<file path="config.mk">
export PLATFORM = sky130hd
export DESIGN_NAME = div_unit_flat
export DESIGN_NICKNAME = d
export VERILOG_FILES = /design/src/rtl/div_unit_pkg.sv /design/src/rtl/div_unit_if.sv /design/src/rtl/div_unit.sv /design/src/flat_wrapper.sv
export SDC_FILE = /design/constraint.sdc
export NUM_CORES = 1
export LEC_CHECK = 0
export ABC_AREA = 0
export BUFFER_PORTS_ARGS = -buffer_cell sky130_fd_sc_hd__buf_2
export CAP_MARGIN = 20
export CORE_ASPECT_RATIO = 1.5
export CORE_MARGIN = 4
export CORE_UTILIZATION = 50
export DETAILED_ROUTE_END_ITERATION = 12
export PLACE_DENSITY_LB_ADDON = 0.1
export SYNTH_ARGS = -nofsm -noshare
export SYNTH_HDL_FRONTEND = slang
export SYNTH_SLANG_ARGS = --single-unit
</file>
<file path="constraint.sdc">
create_clock -name clk -period 7.95 [get_ports clk]
set_input_delay 0.795 -clock clk [delete_from_list [all_inputs] [get_ports clk]]
set_output_delay 0.795 -clock clk [all_outputs]
set_load 0.005 [all_outputs]
</file>
<file path="src/rtl/div_unit_pkg.sv">
// ============================================================================
// Module : div_unit_pkg
// Brief  : Shared types and constants for the iterative RV32M divider.
// Rev    : 1.0
// ============================================================================
`default_nettype none

package div_unit_pkg;

    localparam int XLEN = 32;

    typedef logic signed [XLEN-1:0] signed_word;

    localparam logic [XLEN-1:0] C_WORD_MIN  = {1'b1, {(XLEN-1){1'b0}}};
    localparam logic [XLEN-1:0] C_WORD_ONES = {XLEN{1'b1}};

    typedef enum logic [1:0] {
        DIV_OP_DIV  = 2'b00,
        DIV_OP_DIVU = 2'b01,
        DIV_OP_REM  = 2'b10,
        DIV_OP_REMU = 2'b11
    } div_op_t;

    typedef enum logic [1:0] {
        DS_IDLE = 2'd0,
        DS_PREP = 2'd1,
        DS_ITER = 2'd2,
        DS_SIGN = 2'd3
    } div_state_t;

    function automatic logic [XLEN-1:0] mag(input logic [XLEN-1:0] v, input logic is_signed);
        return (is_signed && v[XLEN-1]) ? -v : v;
    endfunction

endpackage

`default_nettype wire

</file>
<file path="src/rtl/div_unit_if.sv">
// ============================================================================
// Module : div_unit_if
// Brief  : Issue/complete handshake between the execute stage and the divider.
// Rev    : 1.0
// ============================================================================
`default_nettype none

interface div_unit_if;
    import div_unit_pkg::*;

    logic       start;
    div_op_t    op;
    signed_word src1;
    signed_word src2;
    logic       flush;
    logic       busy;
    logic       done;
    logic [XLEN-1:0] result;

    modport master (
        output start, op, src1, src2, flush,
        input  busy, done, result
    );

    modport slave (
        input  start, op, src1, src2, flush,
        output busy, done, result
    );

endinterface

`default_nettype wire

</file>
<file path="src/rtl/div_unit.sv">
// ============================================================================
// Module : div_unit
// Brief  : Radix-2 restoring divider for DIV/DIVU/REM/REMU, one bit per cycle.
// Rev    : 1.0
// ============================================================================
`default_nettype none

module div_unit
    import div_unit_pkg::*;
#(
    parameter int XLEN = div_unit_pkg::XLEN
) (
    input  wire logic   clk,
    input  wire logic   rst_n,
    div_unit_if.slave   bus
);

    localparam int CW = $clog2(XLEN);

    localparam logic [1:0] ST_IDLE = DS_IDLE;
    localparam logic [1:0] ST_PREP = DS_PREP;
    localparam logic [1:0] ST_ITER = DS_ITER;
    localparam logic [1:0] ST_SIGN = DS_SIGN;

    logic [1:0]      r_state;
    div_op_t         r_op;
    logic [XLEN-1:0] r_a;
    logic [XLEN-1:0] r_b;
    logic [XLEN-1:0] r_quo;
    logic [XLEN-1:0] r_rem;
    logic [XLEN-1:0] r_div;
    logic [CW-1:0]   r_cnt;
    logic            r_qneg;
    logic            r_rneg;
    logic            r_busy;
    logic            r_done;
    logic [XLEN-1:0] r_result;

    logic            w_signed;
    logic            w_ovf;
    logic [XLEN:0]   w_shift;
    logic [XLEN:0]   w_trial;
    logic [XLEN-1:0] w_quo_fix;
    logic [XLEN-1:0] w_rem_fix;

    assign w_signed  = ~r_op[0];
    assign w_ovf     = w_signed && (r_a == C_WORD_MIN) && (r_b == C_WORD_ONES);
    // Partial remainder is one bit wider than the word so the trial borrow is visible.
    assign w_shift   = {r_rem, r_quo[XLEN-1]};
    assign w_trial   = w_shift - {1'b0, r_div};
    assign w_quo_fix = r_qneg ? -r_quo : r_quo;
    assign w_rem_fix = r_rneg ? -r_rem : r_rem;

    always_ff @(posedge clk) begin
        if (!rst_n) begin
            r_state  <= ST_IDLE;
            r_busy   <= 1'b0;
            r_done   <= 1'b0;
            r_result <= '0;
            r_cnt    <= '0;
        end else if (bus.flush) begin
            r_state <= ST_IDLE;
            r_busy  <= 1'b0;
            r_done  <= 1'b0;
        end else begin
            r_done <= 1'b0;
            case (r_state)
                ST_IDLE: begin
                    if (bus.start) begin
                        r_op    <= bus.op;
                        r_a     <= bus.src1;
                        r_b     <= bus.src2;
                        r_busy  <= 1'b1;
                        r_state <= ST_PREP;
                    end
                end
                ST_PREP: begin
                    // Special cases clear both sign flags so SIGN passes them through untouched.
                    if (r_b == '0) begin
                        r_quo   <= C_WORD_ONES;
                        r_rem   <= r_a;
                        r_qneg  <= 1'b0;
                        r_rneg  <= 1'b0;
                        r_state <= ST_SIGN;
                    end else if (w_ovf) begin
                        r_quo   <= C_WORD_MIN;
                        r_rem   <= '0;
                        r_qneg  <= 1'b0;
                        r_rneg  <= 1'b0;
                        r_state <= ST_SIGN;
                    end else begin
                        r_quo   <= mag(r_a, w_signed);
                        r_div   <= mag(r_b, w_signed);
                        r_rem   <= '0;
                        r_qneg  <= w_signed & (r_a[XLEN-1] ^ r_b[XLEN-1]);
                        r_rneg  <= w_signed & r_a[XLEN-1];
                        r_cnt   <= '0;
                        r_state <= ST_ITER;
                    end
                end
                ST_ITER: begin
                    r_quo <= {r_quo[XLEN-2:0], ~w_trial[XLEN]};
                    r_rem <= w_trial[XLEN] ? w_shift[XLEN-1:0] : w_trial[XLEN-1:0];
                    r_cnt <= r_cnt + CW'(1);
                    if (r_cnt == CW'(XLEN-1)) begin
                        r_state <= ST_SIGN;
                    end
                end
                ST_SIGN: begin
                    r_result <= r_op[1] ? w_rem_fix : w_quo_fix;
                    r_done   <= 1'b1;
                    r_busy   <= 1'b0;
                    r_state  <= ST_IDLE;
                end
                default: r_state <= ST_IDLE;
            endcase
        end
    end

    assign bus.busy   = r_busy;
    assign bus.done   = r_done;
    assign bus.result = r_result;

endmodule

`default_nettype wire

</file>
<file path="src/flat_wrapper.sv">
// flat-port wrapper written by rule: the top's interface ports become plain ports
module div_unit_flat import div_unit_pkg::*;
#(
    parameter int XLEN = div_unit_pkg::XLEN
)
  (clk, rst_n, bus_start, bus_op, bus_src1, bus_src2, bus_flush, bus_busy, bus_done, bus_result);
  div_unit_if bus_i ();
  input  wire logic clk;
  input  wire logic rst_n;
  input wire logic [$bits(bus_i.start)-1:0] bus_start;
  input wire logic [$bits(bus_i.op)-1:0] bus_op;
  input wire logic [$bits(bus_i.src1)-1:0] bus_src1;
  input wire logic [$bits(bus_i.src2)-1:0] bus_src2;
  input wire logic [$bits(bus_i.flush)-1:0] bus_flush;
  output wire logic [$bits(bus_i.busy)-1:0] bus_busy;
  output wire logic [$bits(bus_i.done)-1:0] bus_done;
  output wire logic [$bits(bus_i.result)-1:0] bus_result;
  assign bus_i.start = bus_start;
  assign bus_i.op = bus_op;
  assign bus_i.src1 = bus_src1;
  assign bus_i.src2 = bus_src2;
  assign bus_i.flush = bus_flush;
  assign bus_busy = bus_i.busy;
  assign bus_done = bus_i.done;
  assign bus_result = bus_i.result;
  div_unit #(.XLEN(XLEN)) u_core (.clk(clk), .rst_n(rst_n), .bus(bus_i));
endmodule
</file>
==> results.toml <==
[route]
ant_nets = 0
wire_per_inst_um = 18.02
dr.pass1.iters = 6
drt_iter0_drc = 572
post_drt_via_cell_ratio = 5.751
wirelength_mm = 30.44
vias = 9713
route.detailed.drc = 0

[global_route]
grt_pass1_wl_mm = 48.80
groute.layer.met2.usage = 0.3719
grt_overflow = 0
met1_usage = 0.2876
met3_usage = 0.02405
antenna_found_initial = 0
busiest_layer = "met2"
grt_pass1_vias = 9487
grt_usage = 0.2184
grt_max_degree = 67

[die]
dieArea_um2 = 27870
die_x_um = 137.7
ios = 104
rows = 70
core_area_um2 = 24610
die_h_um = 202.5
initial_core_util = 0.5123

[pwr]
power_frac_seq = 0.520
clock_power_share = 0.410
leakage_nw = 5.252
p_int_mw = 1.805
p_sw_mw = 0.5176
comb_power_share = 0.070
swShare = 0.2229
peakVddDrop_uv = 173.7
powerDensity_nw_per_um2 = 165.0

[clock_tree]
cts_buffers = 21
post_cts_resized = 0
htree_levels = 1
clkLatencyLatePin_ns = 0.51
clock_tree.root_cell = "clkbuf_16"
clk_path_buf_depth = 3
cts_setup_buffers = 0
holdBufCountCts = 0
clk_pin_slew_ns = 0.06
cts_tree = "yes"
clkSinkCount = 205

[worst_setup_path]
crit_chain = "inv_1 > ha_1 > fa_1 > nor2b_1 > o31a_1 > a2111oi_2 > o31ai_1 > and4_1 > or4b_4 > nand3_2 > mux2i_1 > a22o_1"
worstSetupEndpointType = "flop"
crit_family = "simple AND/OR/NAND/NOR gates"
crit_slowest_cell = "nand3_2"
slowest_delay_ns = 0.59
critPathBufInv = 1
critPathLaunchType = "flop"
path_max_fanout = 25
crit_arrival_ns = 4.45
critPathKind = "reg -> reg"
crit_required_ns = 8.21

[cells_and_area]
final_common_cell = "edfxtp_1"
fillers = 2209
final_cells = 1689
drive_above_1_share = 0.1253
final_cell_mix = "edfxtp_1 (164), nand2_1 (131), buf_2 (103)"
diodes = 0
syn2layout_area_growth_pct = 11.60
final_area_um2 = 14070
nNetsFinal = 1466

[timing]
fmax_mhz = 238.5
hold_ws_ns = 0.4483
drv_slew = 0
fin_crit_sh = 0.5273
hold_viol_final = 0
rsz0062_at_grt = "false"
slew_headroom = 0.3402
finalSetupViolations = 0
worst_clock_skew_ns = 0.01471
worst_pin_slew_ns = 0.9898
worst_slack_ns = 3.758
fin_crit_ns = 4.192
setup_tns_ns = 0

[synth]
syn-cell-area_um2 = 12610
yosys-top-cells-area = "edfxtp_1 (39%), dfxtp_1 (6.5%), xnor2_1 (5.2%)"
synth.top_cell.area_share = 0.3906
synth-seq-cells = 205
synth_cell_type_count = 69
postSynth.asyncResetShare = 0
synthFlopType = "edfxtp_1"
synth_enable_flop_cells = 164
yosysWarnings = 0
synthCells = 1268
syn-num-nets = 1382
yosysTopAreaCell = "edfxtp_1"
yosysSeqAreaShare = 0.4557
synth.avg_cell_area_um2 = 9.943

[place]
dpl_worst_slack_ns = 3.798
routabilityCongestion = 0.9540
place_inst = 1652
io_buffers = 103
place_area_um2 = 13430
hpwlAfterDp_mm = 22.77

[outcome]
status = "completed"

[flow_run]
cap_violations = 0

[min_path]
hold_class = "reg -> reg"
## power groups by stage
stage / clock, mW / sequential [mW] / combinational, mW
final: 0.951 / 1.21 / 0.163
after global routing: 1.02 / 1.21 / 0.182
after CTS: 0.974 / 1.21 / 0.163
after detailed placement: 0 / 1.23 / 0.162
after global placement: 0 / 1.23 / 0.159
after floorplan: 0 / 1.22 / 0.118
## routing by layer
layer | vias up | share of wire
met1 | 4504 | 0.43
met4 | 0 | 0.027
li1 | 4896 | -
met5 | - | 0
met2 | 262 | 0.49
met3 | 51 | 0.054
## synth_stat cells, types with 18 or more instances
| library cell | count |
|---|---|
| o211ai_1 | 20 |
| nor3_1 | 28 |
| dfxtp_1 | 41 |
| nand3_1 | 30 |
| nand2_1 | 131 |
| inv_1 | 58 |
| o31ai_1 | 29 |
| xor2_1 | 64 |
| o21ai_0 | 88 |
| edfxtp_1 | 164 |
| a211oi_1 | 18 |
| nor2_1 | 58 |
| a21boi_0 | 19 |
| xnor2_1 | 75 |
| ha_1 | 43 |
| clkbuf_1 | 47 |
| mux2i_1 | 27 |
| a2bb2oi_1 | 19 |
| a21oi_1 | 61 |
## area by class of cell
| class | instances | area, um^2 | area share |
|---|---|---|---|
| Clock buffer | 29 | 555.5 | 0.03948 |
| Inverter | 58 | 217.7 | 0.01547 |
| Tap cell | 324 | 405.4 | 0.02881 |
| Sequential cell | 205 | 5746 | 0.4083 |
| Multi-Input combinational cell | 947 | 6429 | 0.4569 |
| Clock inverter | 7 | 82.58 | 0.005869 |
| Timing Repair Buffer | 119 | 635.6 | 0.04517 |
## final timing paths
path         slack, ns                    end  depth (start not counted)                  start
max reg2reg       3.76        u_core.r_rem[1]                         12       u_core.r_quo[31]
min reg2reg       0.45  u_core.bus.result[21]                          2  u_core.bus.result[21]
min               0.45  u_core.bus.result[21]                          2  u_core.bus.result[21]
max               3.76        u_core.r_rem[1]                         12       u_core.r_quo[31]
## metrics by stage
| step | util | power (mW) |
|---|---|---|
| floorplan | - | 1.340 |
| global placement | 0.5452 | 1.390 |
| detailed placement | 0.5455 | 1.393 |
| CTS | 0.5714 | 2.345 |
| global route | 0.5717 | 2.414 |
| finish | 0.5717 | 2.322 |
## logic make-up after synthesis
kind of cell | after synthesis | share of synthesized area
buf+inv | 116 | 0.03692
flops | 205 | 0.4557
xor+xnor | 139 | 0.09656
simple gates | 382 | 0.1552
fa+ha+maj | 44 | 0.04426
compound gates | 354 | 0.1890
mux | 28 | 0.02233
## flip-flops by register name, indices dropped and copies added (netlist names)
name / cells
u_core.r_cnt: 5
u_core.r_a: 32
u_core.r_div: 32
u_core.bus.result: 32
u_core.r_rem: 32
u_core.r_quo: 32
u_core.r_b: 32
u_core.bus.done: 1
u_core.r_rneg: 1
u_core.r_state: 2
u_core.bus.busy: 1
u_core.r_op: 2
u_core.r_qneg: 1
## worst reg2reg max path: cells and delay by family (launching register included)
family | cells | cell delay [ns]
and+or+nand+nor | 4 | 1.22
AOI/OAI and AO/OA | 4 | 1.21
adders and majority gates | 2 | 0.63
DFF | 1 | 0.50
muxes | 1 | 0.30
buffers and inverters | 1 | 0.11
(Power assumes the default switching activity.)
